$ cat config.mk
export PLATFORM = sky130hd
export DESIGN_NAME = branch_pc_ctrl_flat
export DESIGN_NICKNAME = d
export VERILOG_FILES = /design/src/rtl/branch_pc_ctrl_if.sv /design/src/rtl/branch_pc_ctrl.sv /design/src/flat_wrapper.sv
export SDC_FILE = /design/constraint.sdc
export NUM_CORES = 1
export LEC_CHECK = 0
export CELL_PAD_IN_SITES_DETAIL_PLACEMENT = 0
export CELL_PAD_IN_SITES_GLOBAL_PLACEMENT = 1
export CORE_ASPECT_RATIO = 0.5
export CORE_UTILIZATION = 34
export CTS_BUF_LIST = sky130_fd_sc_hd__clkbuf_4
export CTS_CLUSTER_SIZE = 20
export DETAILED_ROUTE_END_ITERATION = 16
export PLACE_DENSITY = 0.74
export SLEW_MARGIN = 5
export SYNTH_ARGS = -nofsm -noshare
export SYNTH_HDL_FRONTEND = slang
export SYNTH_SLANG_ARGS = --single-unit
$ cat constraint.sdc
create_clock -name clk -period 4.98 [get_ports clk]
set_input_delay 0.996 -clock clk [delete_from_list [all_inputs] [get_ports clk]]
set_output_delay 0.996 -clock clk [all_outputs]
set_load 0.1 [all_outputs]
$ cat src/rtl/branch_pc_ctrl_if.sv
// Fetch-control bus between the EX/branch side (master) and the PC sequencer (slave).
interface branch_pc_ctrl_if #(
  parameter int unsigned bus   = 4,
  parameter int unsigned CNT_W = 8
);
  logic             stall;
  logic             halt_req;
  logic             br_valid;
  logic             br_nop;
  logic [bus-1:0]   jump_address;
  logic [bus-1:0]   pc;
  logic             flush;
  logic             halted;
  logic [CNT_W-1:0] taken_cnt;

  modport master (
    output stall, halt_req, br_valid, br_nop, jump_address,
    input  pc, flush, halted, taken_cnt
  );

  modport slave (
    input  stall, halt_req, br_valid, br_nop, jump_address,
    output pc, flush, halted, taken_cnt
  );
endinterface

$ cat src/rtl/branch_pc_ctrl.sv
// PC sequencer with taken-branch redirect, timed IF/ID flush, stall hold and halt.
module branch_pc_ctrl #(
  parameter int unsigned bus          = 4,
  parameter int unsigned FLUSH_CYCLES = 2,
  parameter int unsigned CNT_W        = 8
) (
  input logic               clk,
  input logic               rst,
  branch_pc_ctrl_if.slave   bif
);

  typedef enum logic [1:0] {
    RUN   = 2'd0,
    FLUSH = 2'd1,
    HALT  = 2'd2
  } state_t;

  localparam logic [bus-1:0]   PC_ONE     = 1;
  localparam logic [CNT_W-1:0] CNT_ONE    = 1;
  localparam logic [3:0]       FLUSH_INIT = 4'(FLUSH_CYCLES - 1);

  state_t           state_q;
  logic [bus-1:0]   pc_q;
  logic             flush_q;
  logic             halted_q;
  logic [CNT_W-1:0] taken_q;
  logic [3:0]       fcnt_q;

  logic             taken_br;
  logic [bus-1:0]   pc_inc;

  assign taken_br = bif.br_valid && !bif.br_nop;
  assign pc_inc   = pc_q + PC_ONE;

  always_ff @(posedge clk) begin
    if (rst) begin
      state_q  <= RUN;
      pc_q     <= '0;
      flush_q  <= 1'b0;
      halted_q <= 1'b0;
      taken_q  <= '0;
      fcnt_q   <= '0;
    end else begin
      case (state_q)
        RUN: begin
          if (bif.halt_req) begin
            state_q  <= HALT;
            halted_q <= 1'b1;
            flush_q  <= 1'b0;
          end else if (taken_br) begin
            pc_q    <= bif.jump_address;
            flush_q <= 1'b1;
            fcnt_q  <= FLUSH_INIT;
            if (taken_q != '1) taken_q <= taken_q + CNT_ONE;
            state_q <= FLUSH;
          end else if (bif.stall) begin
            flush_q <= 1'b0;
          end else begin
            pc_q    <= pc_inc;
            flush_q <= 1'b0;
          end
        end
        FLUSH: begin
          // Branch/halt here come from squashed instructions, so only stall matters.
          if (!bif.stall) begin
            pc_q <= pc_inc;
            if (fcnt_q == '0) begin
              flush_q <= 1'b0;
              state_q <= RUN;
            end else begin
              fcnt_q <= fcnt_q - 4'd1;
            end
          end
        end
        HALT: begin
          flush_q  <= 1'b0;
          halted_q <= 1'b1;
        end
        default: begin
          state_q <= RUN;
          flush_q <= 1'b0;
        end
      endcase
    end
  end

  assign bif.pc        = pc_q;
  assign bif.flush     = flush_q;
  assign bif.halted    = halted_q;
  assign bif.taken_cnt = taken_q;

endmodule
$ cat src/flat_wrapper.sv
// flat-port wrapper written by rule: the top's interface ports become plain ports
module branch_pc_ctrl_flat 
#(
  parameter int unsigned bus          = 4,
  parameter int unsigned FLUSH_CYCLES = 2,
  parameter int unsigned CNT_W        = 8
)
  (clk, rst, bif_stall, bif_halt_req, bif_br_valid, bif_br_nop, bif_jump_address, bif_pc, bif_flush, bif_halted, bif_taken_cnt);
  branch_pc_ctrl_if #(.bus(bus), .CNT_W(CNT_W)) bif_i ();
  input logic clk;
  input logic rst;
  input wire logic [$bits(bif_i.stall)-1:0] bif_stall;
  input wire logic [$bits(bif_i.halt_req)-1:0] bif_halt_req;
  input wire logic [$bits(bif_i.br_valid)-1:0] bif_br_valid;
  input wire logic [$bits(bif_i.br_nop)-1:0] bif_br_nop;
  input wire logic [$bits(bif_i.jump_address)-1:0] bif_jump_address;
  output wire logic [$bits(bif_i.pc)-1:0] bif_pc;
  output wire logic [$bits(bif_i.flush)-1:0] bif_flush;
  output wire logic [$bits(bif_i.halted)-1:0] bif_halted;
  output wire logic [$bits(bif_i.taken_cnt)-1:0] bif_taken_cnt;
  assign bif_i.stall = bif_stall;
  assign bif_i.halt_req = bif_halt_req;
  assign bif_i.br_valid = bif_br_valid;
  assign bif_i.br_nop = bif_br_nop;
  assign bif_i.jump_address = bif_jump_address;
  assign bif_pc = bif_i.pc;
  assign bif_flush = bif_i.flush;
  assign bif_halted = bif_i.halted;
  assign bif_taken_cnt = bif_i.taken_cnt;
  branch_pc_ctrl #(.bus(bus), .FLUSH_CYCLES(FLUSH_CYCLES), .CNT_W(CNT_W)) u_core (.clk(clk), .rst(rst), .bif(bif_i));
endmodule
Word-level counts from Yosys, hierarchy flattened
Cells that the tools add are included.
- eq/ne operators: 10
- bitwise operators: 2
- add/sub/neg operators: 3
- muxes and demuxes: 21
- reduce and logical (&&, ||, !) cells: 12
- operators with widths (cell ; number):
    4-bit two-way mux ; 7
    4-bit case mux with 2 select lines ; 2
    8-bit by 1-bit adder with 8-bit output (second input constant) ; 1
    2-bit two-way mux ; 4
    2-bit inequality test (second input constant) ; 4
    8-bit inequality test (second input constant) ; 1
    4-bit AND reduction ; 2
    2-bit case mux with 3 select lines ; 1
    2-bit AND reduction ; 3
    1-bit two-way mux ; 5
    5-bit AND reduction ; 1
    4-bit by 1-bit adder with 4-bit output (second input constant) ; 1
    4-bit zero test ; 1
    2-bit by 1-bit inequality test with 1-bit output (second input constant) ; 2
    1-bit case mux with 2 select lines ; 2
    2-bit nonzero test ; 2
    4-bit by 1-bit subtractor with 4-bit output (second input constant) ; 1
    3-bit by 2-bit inequality test with 1-bit output (second input constant) ; 1
    2-bit by 1-bit equality test with 1-bit output (second input constant) ; 1
    2-bit equality test (second input constant) ; 1
    2-bit zero test ; 1
    1-bit inverter ; 2
    1-bit logical AND ; 1
    1-bit zero test ; 1
- input bits: 10
- output and inout port bits: 14
- register bits: 20

Depth between registers and ports, before layout
- depth after elaboration: 5
- mapped depth: 6
- mapped depth without buffers: 6

Worst setup path after synthesis
Ideal clock, no wire load.
- kind: input -> register
- from: in bif_br_nop
- to: reg u_core.taken_q[5], in the netlist u_core.bif.taken_cnt[5]
- data arrival time: 2.140 ns
- setup slack: 2.717 ns
- library setup time: 0.123 ns
- required time: 4.857 ns
- buffers on the path: 1
- cell stages on the path: 5
- cell sequence: nor4b_4 -> nand2_2 -> buf_6 -> nor4_2 -> mux2_1
- longest elaborated chain between the ends: 3
- ends and longest elaborated chain (item ; RTL line ; text):
    from (decl) ; flat_wrapper.sv:15 ; input wire logic [$bits(bif_i.br_nop)-1:0] bif_br_nop;
    1-bit zero test ; branch_pc_ctrl.sv:32 ; assign taken_br = bif.br_valid && !bif.br_nop;
    1-bit logical AND ; branch_pc_ctrl.sv:32 ;
    4-bit AND reduction (no source line) ; - ;
    to (signal assigned) ; branch_pc_ctrl.sv:54 ; if (taken_q != '1) taken_q <= taken_q + CNT_ONE;
    to (decl) ; branch_pc_ctrl.sv:26 ; logic [CNT_W-1:0] taken_q;
No other way between the ends.
A chain may end at the register's enable or synchronous reset.

Final worst setup path
- from: reg u_core.taken_q[2], in the netlist u_core.bif.taken_cnt[2]
- to: out bif_taken_cnt[2]
- RTL lines (item ; RTL line ; text):
    to (decl) ; flat_wrapper.sv:20 ; output wire logic [$bits(bif_i.taken_cnt)-1:0] bif_taken_cnt;
No word-level cell between the ends.

==> impl_metrics.ini <==
[critical_path]
critPathCaptureType = output pin
crit_type = reg2out
reg2reg_from = u_core.state_q[1]
crit_chain = clkdlybuf4s50_1
critPathMaxStageDelay_ps = 1180
cp_max_fo = 7
start_kind = flip-flop
critPathBufInv = 1
crit_family = buffers and inverters
r2r-end = u_core.bif.taken_cnt[5]
rrSetupSlack_ps = 3170
crit_required_ps = 3980
worstRegToRegCells = 4
cp_slowest_cell = clkdlybuf4s50_1
crit_arrival_ps = 1950

[synth]
syn-cell-area_sq_um = 1104
synth.distinct_cells = 43
synth_fp_nets = 143
synth-seq-cells = 20
ys_seq_area_share_pct = 36.28
syn_inst = 130
synth.avg_cell_area_sq_um = 8.489
synth_warnings = 0

[grt]
grt_max_degree = 19
grt-ovfl-total = 0
antenna_found_initial = 0
grt_usage_pct = 16.20
grt_pass1_wl_mm = 4.271
grt_pass1_vias = 944

[floorplanning]
io_pins = 24
fp.dieW_um = 82.57
fp-row-count = 14
die_y_um = 42.29
core_sq_um = 3048
initial_core_util_pct = 36.21
dieArea_sq_um = 3491

[placed_design]
dp_cells = 187
hpwl_mm = 1.820
io_buffers = 23
routabilityCongestion = 0.7455

[final_layout]
finalNetCount = 165
fin_cells = 191
fillCellCount = 313
synthToLayoutAreaGrowth_pct = 27.44
final_util_pct = 46.14
antenna_cells = 0
drive_gt1_share_pct = 8.609

[clocking]
ctsHoldBuffers = 0
path_clk_slew_ps = 120
tritoncts = built
cts-resized-gates = 0
cts.sinks = 20
ctsRootBufferMaster = clkbuf_4
h-tree-depth = 1
post_cts_buffers = 0
numCtsBuffers = 3
cts_buffer_depth = 2
clk_latency_ps = 310

[route]
vias = 1053
wl_per_cell_um = 13.21
drc = 1
via_per_inst = 5.513
drtIter0Drc = 74
firstDrtPassIters = 13
drt_wl_total_mm = 2.523
drt.antenna.violating_nets = 0

[power]
leakagePower_nw = 0.4786
ir_drop_mv = 0.1160
powerDensity_nw_per_um2 = 267.8

[sta]
fmax_mhz = 339.0
rsz0062_at_grt = false
period_needed_ps = 2950
relSlewSlack_pct = 35.00
finalCritPeriodShare_pct = 59.24
fin_tns_setup_ps = 0
hold_viol_final = 0
drv_slew = 0
worstMarginPinSlew_ps = 972.0
clock_skew_ps = 1.427
setup_violations = 0

[worst_hold_path]
min_to = u_core.bif.halted
hold_path.startpoint = u_core.bif.halted
min_path_cells = 1
hp-class = reg2reg

[outcome]
status = complete, but fails checks
violations = DRC

[flow_run]
maxCapViolations = 0
==> final cells by class <==
class / instances / area (sq um) / share of cell area (%)
multi-input cells: 98 / 650.6 / 46.26
flip-flops and latches: 20 / 400.4 / 28.47
repair buffers: 23 / 230.2 / 16.37
well taps: 40 / 50.05 / 3.559
clock inverters: 1 / 30.03 / 2.135
clock buffers: 3 / 22.52 / 1.601
inverters: 6 / 22.52 / 1.601
==> per-stage QoR <==
step | setup slack (ps) | total power, mW | hold WS [ps] | instance area, sq um
floorplan | 2717 | 0.2245 | 452.1 | 1104
global placement | 2135 | 0.2448 | 437.2 | 1354
detailed placement | 2070 | 0.2449 | 438.7 | 1354
CTS | 2015 | 0.3796 | 468.8 | 1406
global route | 1956 | 0.3922 | 506.6 | 1406
finish | 2030 | 0.3767 | 463.2 | 1406
==> flip-flops by register name, indices dropped and copies added (netlist names) <==
register and flops:
u_core.bif.flush 1, u_core.fcnt_q 4, u_core.bif.pc 4, u_core.bif.halted 1, u_core.bif.taken_cnt 8, u_core.state_q 2
==> report_power, final <==
part           switching, mW  internal (mW)
Clock                 0.0540         0.0814
Sequential           0.00545          0.166
Combinational         0.0455         0.0248
Total                  0.105          0.272
==> placed cells by master (no fill, tap or decap), drive strengths merged, types with 2 or more instances in the layout <==
master         Yosys  routed
nand2              6       6
a21oi             12      12
nor2               7       7
nor4b              2       2
dfxtp             20      20
nand2b             2       2
nand3              5       5
and4               2       2
and3               2       2
nor3               4       4
o21ai             14      14
o31ai              3       3
o21a               3       3
inv                6       6
or4                6       6
nor2b              2       2
nand4b             2       2
a21boi             3       3
ha                 3       3
clkbuf             5       3
a21o               2       2
clkdlybuf4s50      0      23
or3                2       2
a2bb2oi            2       2
==> cell usage after synthesis (all sizes together) <==
cell	number	share of area, %
o2bb2ai	1	0.79
nor4	1	1.1
mux2	1	1.0
dfxtp	20	36
a211oi	1	0.68
ha	3	3.4
nor3	4	1.8
nand2b	2	1.4
nand4	1	0.57
or4	6	4.1
o21a	3	2.0
o31ai	3	2.0
o21ai	14	6.3
or3b	1	0.79
a2111oi	1	0.79
inv	6	2.0
nor2b	2	1.1
and2	1	0.68
a31oi	1	0.57
nor4b	2	2.9
a21oi	12	5.4
nand3	5	2.3
clkbuf	5	1.7
o211ai	1	0.68
buf	1	1.0
a21bo	1	0.91
nor2	7	2.4
and4	2	1.6
and2b	1	0.79
nand4b	2	1.6
and3	2	1.1
a2bb2oi	2	1.6
o41ai	1	0.79
or3	2	1.1
nand2	6	2.3
a21boi	3	2.0
nand3b	1	0.68
a21o	2	1.5
==> cells by family (layout without fill, tap and decap cells) <==
family | after synthesis | in the layout | synth area share (%)
multiplexers | 1 | 1 | 1.020
flip-flops | 20 | 20 | 36.28
buffers and inverters | 12 | 33 | 4.762
adder cells (fa/ha/maj) | 3 | 3 | 3.402
AO/OA/AOI/OAI | 46 | 46 | 26.19
AND/OR/NAND/NOR | 48 | 48 | 28.35
==> routing by layer <==
metal  GRT usage [%]  wire [um]  up-vias  part of all wire [%]
li1                -          -      536                     -
met1           22.24       1339      500                    53
met2           25.45       1081       15                    43
met3           4.565         82        2                   3.3
met4           3.103         19        0                  0.75
met5               0          0        -                     0
==> worst max path at each step <==
stage	from	cells past startpoint	endpoint	slack, ps
finish	u_core.bif.taken_cnt[2]	1	bif_taken_cnt[2]	2030
global route	u_core.bif.taken_cnt[2]	1	bif_taken_cnt[2]	1960
CTS	u_core.bif.taken_cnt[2]	1	bif_taken_cnt[2]	2010
detailed placement	bif_halt_req	5	u_core.bif.taken_cnt[5]	2070
global placement	bif_br_nop	5	u_core.bif.taken_cnt[5]	2130
floorplan	bif_br_nop	5	u_core.bif.taken_cnt[5]	2720
Power figures use the tool's default switching activity.
